`config.mk`:
```
export PLATFORM = sky130hd
export DESIGN_NAME = aref_instr_arbiter
export DESIGN_NICKNAME = d
export VERILOG_FILES = /design/src/rtl/aref_instr_arbiter.sv
export SDC_FILE = /design/constraint.sdc
export NUM_CORES = 1
export LEC_CHECK = 0
export ABC_AREA = 1
export ABC_CLOCK_PERIOD_IN_PS = 4700
export CAP_MARGIN = 30
export CORE_MARGIN = 5
export CORE_UTILIZATION = 45
export DETAILED_ROUTE_END_ITERATION = 10
export DONT_BUFFER_PORTS = 1
export PLACE_DENSITY = 0.56
export SLEW_MARGIN = 20
export SYNTH_ARGS = -nofsm -noshare
export SYNTH_HDL_FRONTEND = slang
export SYNTH_SLANG_ARGS = --single-unit
```
`constraint.sdc`:
```
create_clock -name clk -period 4.7 [get_ports clk]
set_input_delay 0.94 -clock clk [delete_from_list [all_inputs] [get_ports clk]]
set_output_delay 0.94 -clock clk [all_outputs]
set_load 0.1 [all_outputs]
```
`src/rtl/aref_instr_arbiter.sv`:
```
// Auto-refresh arbiter. On each refresh interval it takes the DDR instruction dispatcher
// from the host and issues precharge-all, a tRP wait, a refresh, then tRFC waits.
module aref_instr_arbiter #(
  parameter int unsigned TRP_CYCLES = 10,
  parameter logic [31:0] PREA_INSTR = 32'h4000_0400,
  parameter logic [31:0] REF_INSTR  = 32'h4000_0000,
  parameter logic [3:0]  WAIT_OP    = 4'h1
) (
  input  logic        clk,
  input  logic        rst,
  input  logic        aref_set_interval,
  input  logic [27:0] aref_interval,
  input  logic        aref_set_trfc,
  input  logic [27:0] aref_trfc,
  input  logic        host_en,
  input  logic [31:0] host_instr,
  input  logic        host_lock,
  output logic        host_ack,
  output logic        disp_en,
  output logic [31:0] disp_instr,
  input  logic        disp_ack,
  output logic        aref_busy,
  output logic        aref_pending,
  output logic        aref_overrun,
  output logic [15:0] aref_count,
  output logic [2:0]  dbg_state_o
);

  typedef enum logic [2:0] {
    ST_IDLE = 3'd0,
    ST_PEND = 3'd1,
    ST_PREA = 3'd2,
    ST_WRP  = 3'd3,
    ST_REF  = 3'd4,
    ST_WRFC = 3'd5
  } state_t;

  localparam logic [9:0]  TRP_CNT  = 10'(TRP_CYCLES);
  localparam logic [27:0] WAIT_MAX = 28'd1023;

  function automatic logic [9:0] wait_clip(input logic [27:0] v);
    return (v > WAIT_MAX) ? 10'd1023 : v[9:0];
  endfunction

  function automatic logic [31:0] wait_word(input logic [9:0] n);
    return {WAIT_OP, 18'b0, n};
  endfunction

  logic [27:0] interval_q, interval_d;
  logic [27:0] trfc_q, trfc_d;
  logic [27:0] cnt_q, cnt_d;
  logic        pending_q, pending_d;
  logic        overrun_q, overrun_d;
  logic [27:0] remaining_q;
  logic [15:0] count_q;
  logic [31:0] word_q;
  logic        busy_q;
  state_t      state_q;

  logic        expire;
  logic        ref_done;
  logic [9:0]  wrfc_step;
  logic [27:0] rem_after;

  // A load on the same cycle as an expiry restarts the interval, so no pending is raised.
  assign expire    = (interval_q != '0) && (cnt_q == 28'd1) && !aref_set_interval;
  assign ref_done  = (state_q == ST_REF) && disp_ack;
  assign wrfc_step = wait_clip(remaining_q);
  assign rem_after = remaining_q - {18'b0, wrfc_step};

  always_comb begin
    interval_d = interval_q;
    trfc_d     = trfc_q;
    cnt_d      = cnt_q;
    pending_d  = pending_q;
    overrun_d  = overrun_q;

    if (aref_set_interval) begin
      interval_d = aref_interval;
      cnt_d      = aref_interval;
    end else if (interval_q == '0) begin
      cnt_d = '0;
    end else if (cnt_q == 28'd1) begin
      cnt_d = interval_q;
    end else if (cnt_q != '0) begin
      cnt_d = cnt_q - 28'd1;
    end

    if (aref_set_trfc) trfc_d = aref_trfc;

    // Overrun means an expiry found a refresh still owed that is not being retired now.
    if (ref_done) pending_d = 1'b0;
    if (expire) begin
      if (pending_q && !ref_done) overrun_d = 1'b1;
      pending_d = 1'b1;
    end
  end

  always_ff @(posedge clk) begin
    if (rst) begin
      interval_q <= '0;
      trfc_q     <= '0;
      cnt_q      <= '0;
      pending_q  <= 1'b0;
      overrun_q  <= 1'b0;
    end else begin
      interval_q <= interval_d;
      trfc_q     <= trfc_d;
      cnt_q      <= cnt_d;
      pending_q  <= pending_d;
      overrun_q  <= overrun_d;
    end
  end

  // word_q always holds the word of the state being entered, so disp_instr is glitch-free.
  always_ff @(posedge clk) begin
    if (rst) begin
      state_q     <= ST_IDLE;
      busy_q      <= 1'b0;
      word_q      <= '0;
      count_q     <= '0;
      remaining_q <= '0;
    end else begin
      unique case (state_q)
        ST_IDLE: begin
          if (pending_q) state_q <= ST_PEND;
        end
        ST_PEND: begin
          if (!host_lock) begin
            state_q <= ST_PREA;
            busy_q  <= 1'b1;
            word_q  <= PREA_INSTR;
          end
        end
        ST_PREA: begin
          if (disp_ack) begin
            state_q <= ST_WRP;
            word_q  <= wait_word(TRP_CNT);
          end
        end
        ST_WRP: begin
          if (disp_ack) begin
            state_q <= ST_REF;
            word_q  <= REF_INSTR;
          end
        end
        ST_REF: begin
          if (disp_ack) begin
            count_q     <= count_q + 16'd1;
            remaining_q <= trfc_q;
            if (trfc_q == '0) begin
              state_q <= ST_IDLE;
              busy_q  <= 1'b0;
            end else begin
              state_q <= ST_WRFC;
              word_q  <= wait_word(wait_clip(trfc_q));
            end
          end
        end
        ST_WRFC: begin
          if (disp_ack) begin
            remaining_q <= rem_after;
            if (rem_after == '0) begin
              state_q <= ST_IDLE;
              busy_q  <= 1'b0;
            end else begin
              word_q <= wait_word(wait_clip(rem_after));
            end
          end
        end
        default: begin
          state_q <= ST_IDLE;
          busy_q  <= 1'b0;
        end
      endcase
    end
  end

  // Handshake: a word moves only when disp_en && disp_ack; disp_en never drops before ack.
  assign disp_en      = busy_q ? 1'b1   : host_en;
  assign disp_instr   = busy_q ? word_q : host_instr;
  assign host_ack     = busy_q ? 1'b0   : disp_ack;
  assign aref_busy    = busy_q;
  assign aref_pending = pending_q;
  assign aref_overrun = overrun_q;
  assign aref_count   = count_q;
  assign dbg_state_o  = state_q;

endmodule

```
==> flow_summary.ini <==
[status]
outcome = complete, no violations

[worst_setup_path]
cp_slowest_cell = nand3_2
critPathTopFamily = simple AND/OR/NAND/NOR gates
regToRegEndpoint = word_q[10]$_SDFFE_PP0P_
r2r-start = remaining_q[10]$_SDFFE_PP0P_
crit_path_frequent_cell = nand2_1
cp-end-kind = register
r2r_slack_ns = 1.20
path_class = register to register
path_buf_inv = 2
worst-r2r-cell-count = 21
crit_fanout = 21
critical_path_required_ns = 5.02
crit_chain = inv_2 > nand2_2 > nor2_4 > nand3_2 > nand2_1 > ha_1 > nand2_1 > nor2_2 > nand2_2 > nand2_1 > nand2_1 > nand2_1 > nand2_1 > nor2_1 > nand2_1 > nor2_4 > nand4_4 > nand2_4 > inv_1 > nor2_1 > nor2_1
cp_slowest_stage_delay_ns = 0.44
arrival_ns = 3.82
cp-start-kind = register

[placed_design]
gp_congestion = 0.869
dp_hpwl_microns = 16500
port_buffers = 0

[logic_synthesis]
yosys-top-cells-area = dfxtp_1 36%, nand2_1 14%, nor2_1 7.3%
syn_area_per_cell_sq_um = 6.53
synthArstFlopShare = 0
synth_top_area_cell = dfxtp_1
ys_ff_latch = 147
syn_nets = 1356
synthCells = 1257
syn-cell-area_sq_um = 8210
synth_seq_area_share = 0.359
yosysTopAreaCellShare = 0.359
synth-edff-count = 0
yosysUniqueCellTypes = 48
ys_warn_count = 0
synthFlopType = dfxtp_1

[worst_hold_path]
min-delay-path-class = register to register
hp-start = interval_q[25]$_SDFFE_PP0P_
hold_depth = 2
hold_end = interval_q[25]$_SDFFE_PP0P_

[finish]
post-route-util = 0.534
seqCellArea_sq_um = 2940
syn2layout_area_growth_pct = 16.9
fillerInstances = 1797
nets = 1371
final_common_cell = nand2_1
multiInputGateArea_sq_um = 4520
drive_gt1_frac = 0.125
diodes = 0
final_cell_mix = 300 x nand2_1, 146 x dfxtp_1, 141 x inv_1

[timing]
tightest_slew_ns = 1.02
finalClockSkew_ns = 0.0116
rsz0062_at_grt = false
hold_violations = 0
min_period_ns = 3.50
finalSetupTns_ns = 0
fmax_mhz = 286
post-route-period-util = 0.745
setup_violations = 0
slew_violations = 0
maxSlewHeadroom = 0.321

[grt]
met3_usage = 0.0483
grt_util_met1 = 0.284
grtUsageMet2 = 0.351
grt_pass1_wl_microns = 38100
track_usage = 0.214
grt_max_degree = 72
top_usage_layer = met2
grt_pass1_vias = 7649
overflow = 0
antenna_found_initial = 0

[clock_tree]
cts.clk_slew.worst_paths_ns = 0.06
cts_setup_buffers = 0
post_cts_resized = 0
htreeDepth = 4
cts-root-buf = clkbuf_16
clkLatencyLatePin_ns = 0.43
clock_path_buffers = 2
cts_made_buffers = 17
cts_num_sinks = 147
cts_hold_buf = 0
tritoncts = done

[floorplanning]
rows = 49
dieArea_sq_um = 21000
die_x_microns = 145
fp.dieH_microns = 145
start_util = 0.457
io_pins = 151
core_area_sq_um = 18000

[detailed_routing]
final_antenna_net_count = 0
vias = 7988
drtIter0Drc = 556
drc_errors = 0
wl_per_cell_microns = 15.1
via_per_inst = 5.28
first_pass_iters = 5
wirelength_microns = 22800

[power_and_ir_drop]
p_sw_w = 0.00294
p_seq_frac = 0.248
switching_share = 0.485
pwr-share-clk = 0.227
combPwrFrac = 0.526
powerDensity_nw_per_um2 = 633
p_int_w = 0.00312
ir_drop_mv = 0.378
leakage_nw = 4.26

[flow_run]
maxCapViolations = 0
[sequential cells by signal, indices dropped and copies added, names as in the netlist]
name,flops
dbg_state_o,3
cnt_q,28
word_q,13
aref_count,16
aref_busy,1
aref_overrun,1
interval_q,28
trfc_q,28
remaining_q,28
aref_pending,1
[stage by stage]
step	worst slack (ns)	instance area, sq um	instances	hold slack, ns	total power, W
floorplan	1.34	8210	1257	0.444	0.00407
global placement	1.31	8420	1445	0.459	0.00458
detailed placement	1.22	8870	1474	0.456	0.00471
finish	1.20	9590	1514	0.474	0.00607
global route	0.817	9590	1514	0.487	0.00655
CTS	1.21	9460	1506	0.467	0.00610
[cell usage after synthesis (3+ instances only)]
library cell / count
xor2_1: 10
nand3_1: 56
inv_1: 141
dfxtp_1: 147
nand4_1: 14
o21ai_2: 6
nor3_1: 15
nand3b_1: 4
a31oi_1: 12
nand3_2: 4
nand2_1: 300
o21bai_1: 11
nor2_2: 7
o21ai_0: 81
ha_1: 4
inv_2: 6
o21ai_1: 3
clkbuf_1: 48
nor4_1: 15
a21oi_1: 115
o211ai_1: 21
nor2_4: 3
a21oi_2: 10
nor2_1: 159
nand2_4: 4
nand2_2: 13
a221oi_1: 9
xnor2_1: 7
or2_2: 5
[metal layers]
metal	routed length [microns]	up-vias
met5	0	-
met4	329	0
met3	1190	30
met2	10600	194
met1	10700	3623
li1	-	4141
[power groups by stage]
| stage | Sequential [W] | Combinational, W | Clock, W |
|---|---|---|---|
| 2_1_floorplan | 0.00158 | 0.00249 | 0 |
| 3_3_place_gp | 0.00157 | 0.00301 | 0 |
| 3_5_place_dp | 0.00153 | 0.00318 | 0 |
| 4_1_cts | 0.00150 | 0.00319 | 0.00141 |
| 5_1_grt | 0.00152 | 0.00357 | 0.00146 |
| 6_report | 0.00150 | 0.00319 | 0.00138 |
[worst min-delay path, delay by kind of cell (launching register included)]
| family | cells | cell delay (ns) |
|---|---|---|
| flip-flops | 1 | 0.31 |
| AO/OA/AOI/OAI | 1 | 0.05 |
| AND/OR/NAND/NOR | 1 | 0.06 |
[logic make-up after synthesis]
group	count (synthesis)	synth area share
xor gates and xnor gates	17	0.0181
adders and majority gates	4	0.00610
and+or+nand+nor	607	0.322
DFF	147	0.359
AOI/OAI and AO/OA	278	0.198
buffers and inverters	204	0.0968
[worst max-delay path by stage]
stage,to,start,depth (start not counted),slack (ns)
finish,word_q[10]$_SDFFE_PP0P_,remaining_q[10]$_SDFFE_PP0P_,21,1.20
global route,word_q[0]$_SDFFE_PP0P_,remaining_q[10]$_SDFFE_PP0P_,18,0.82
CTS,word_q[10]$_SDFFE_PP0P_,remaining_q[10]$_SDFFE_PP0P_,21,1.21
detailed placement,word_q[10]$_SDFFE_PP0P_,remaining_q[10]$_SDFFE_PP0P_,21,1.22
global placement,word_q[10]$_SDFFE_PP0P_,remaining_q[10]$_SDFFE_PP0P_,21,1.31
floorplan,disp_instr[11],aref_busy$_SDFFE_PP0P_,3,1.34
[cell type report]
cell class              count  share of cell area
inverters                 149              0.0583
clock buffers              19              0.0462
clock inverters            13              0.0157
well taps                 229              0.0299
multi-input cells         906               0.471
repair buffers             51              0.0716
flip-flops and latches    147               0.307
Power figures use the tool's default switching activity.
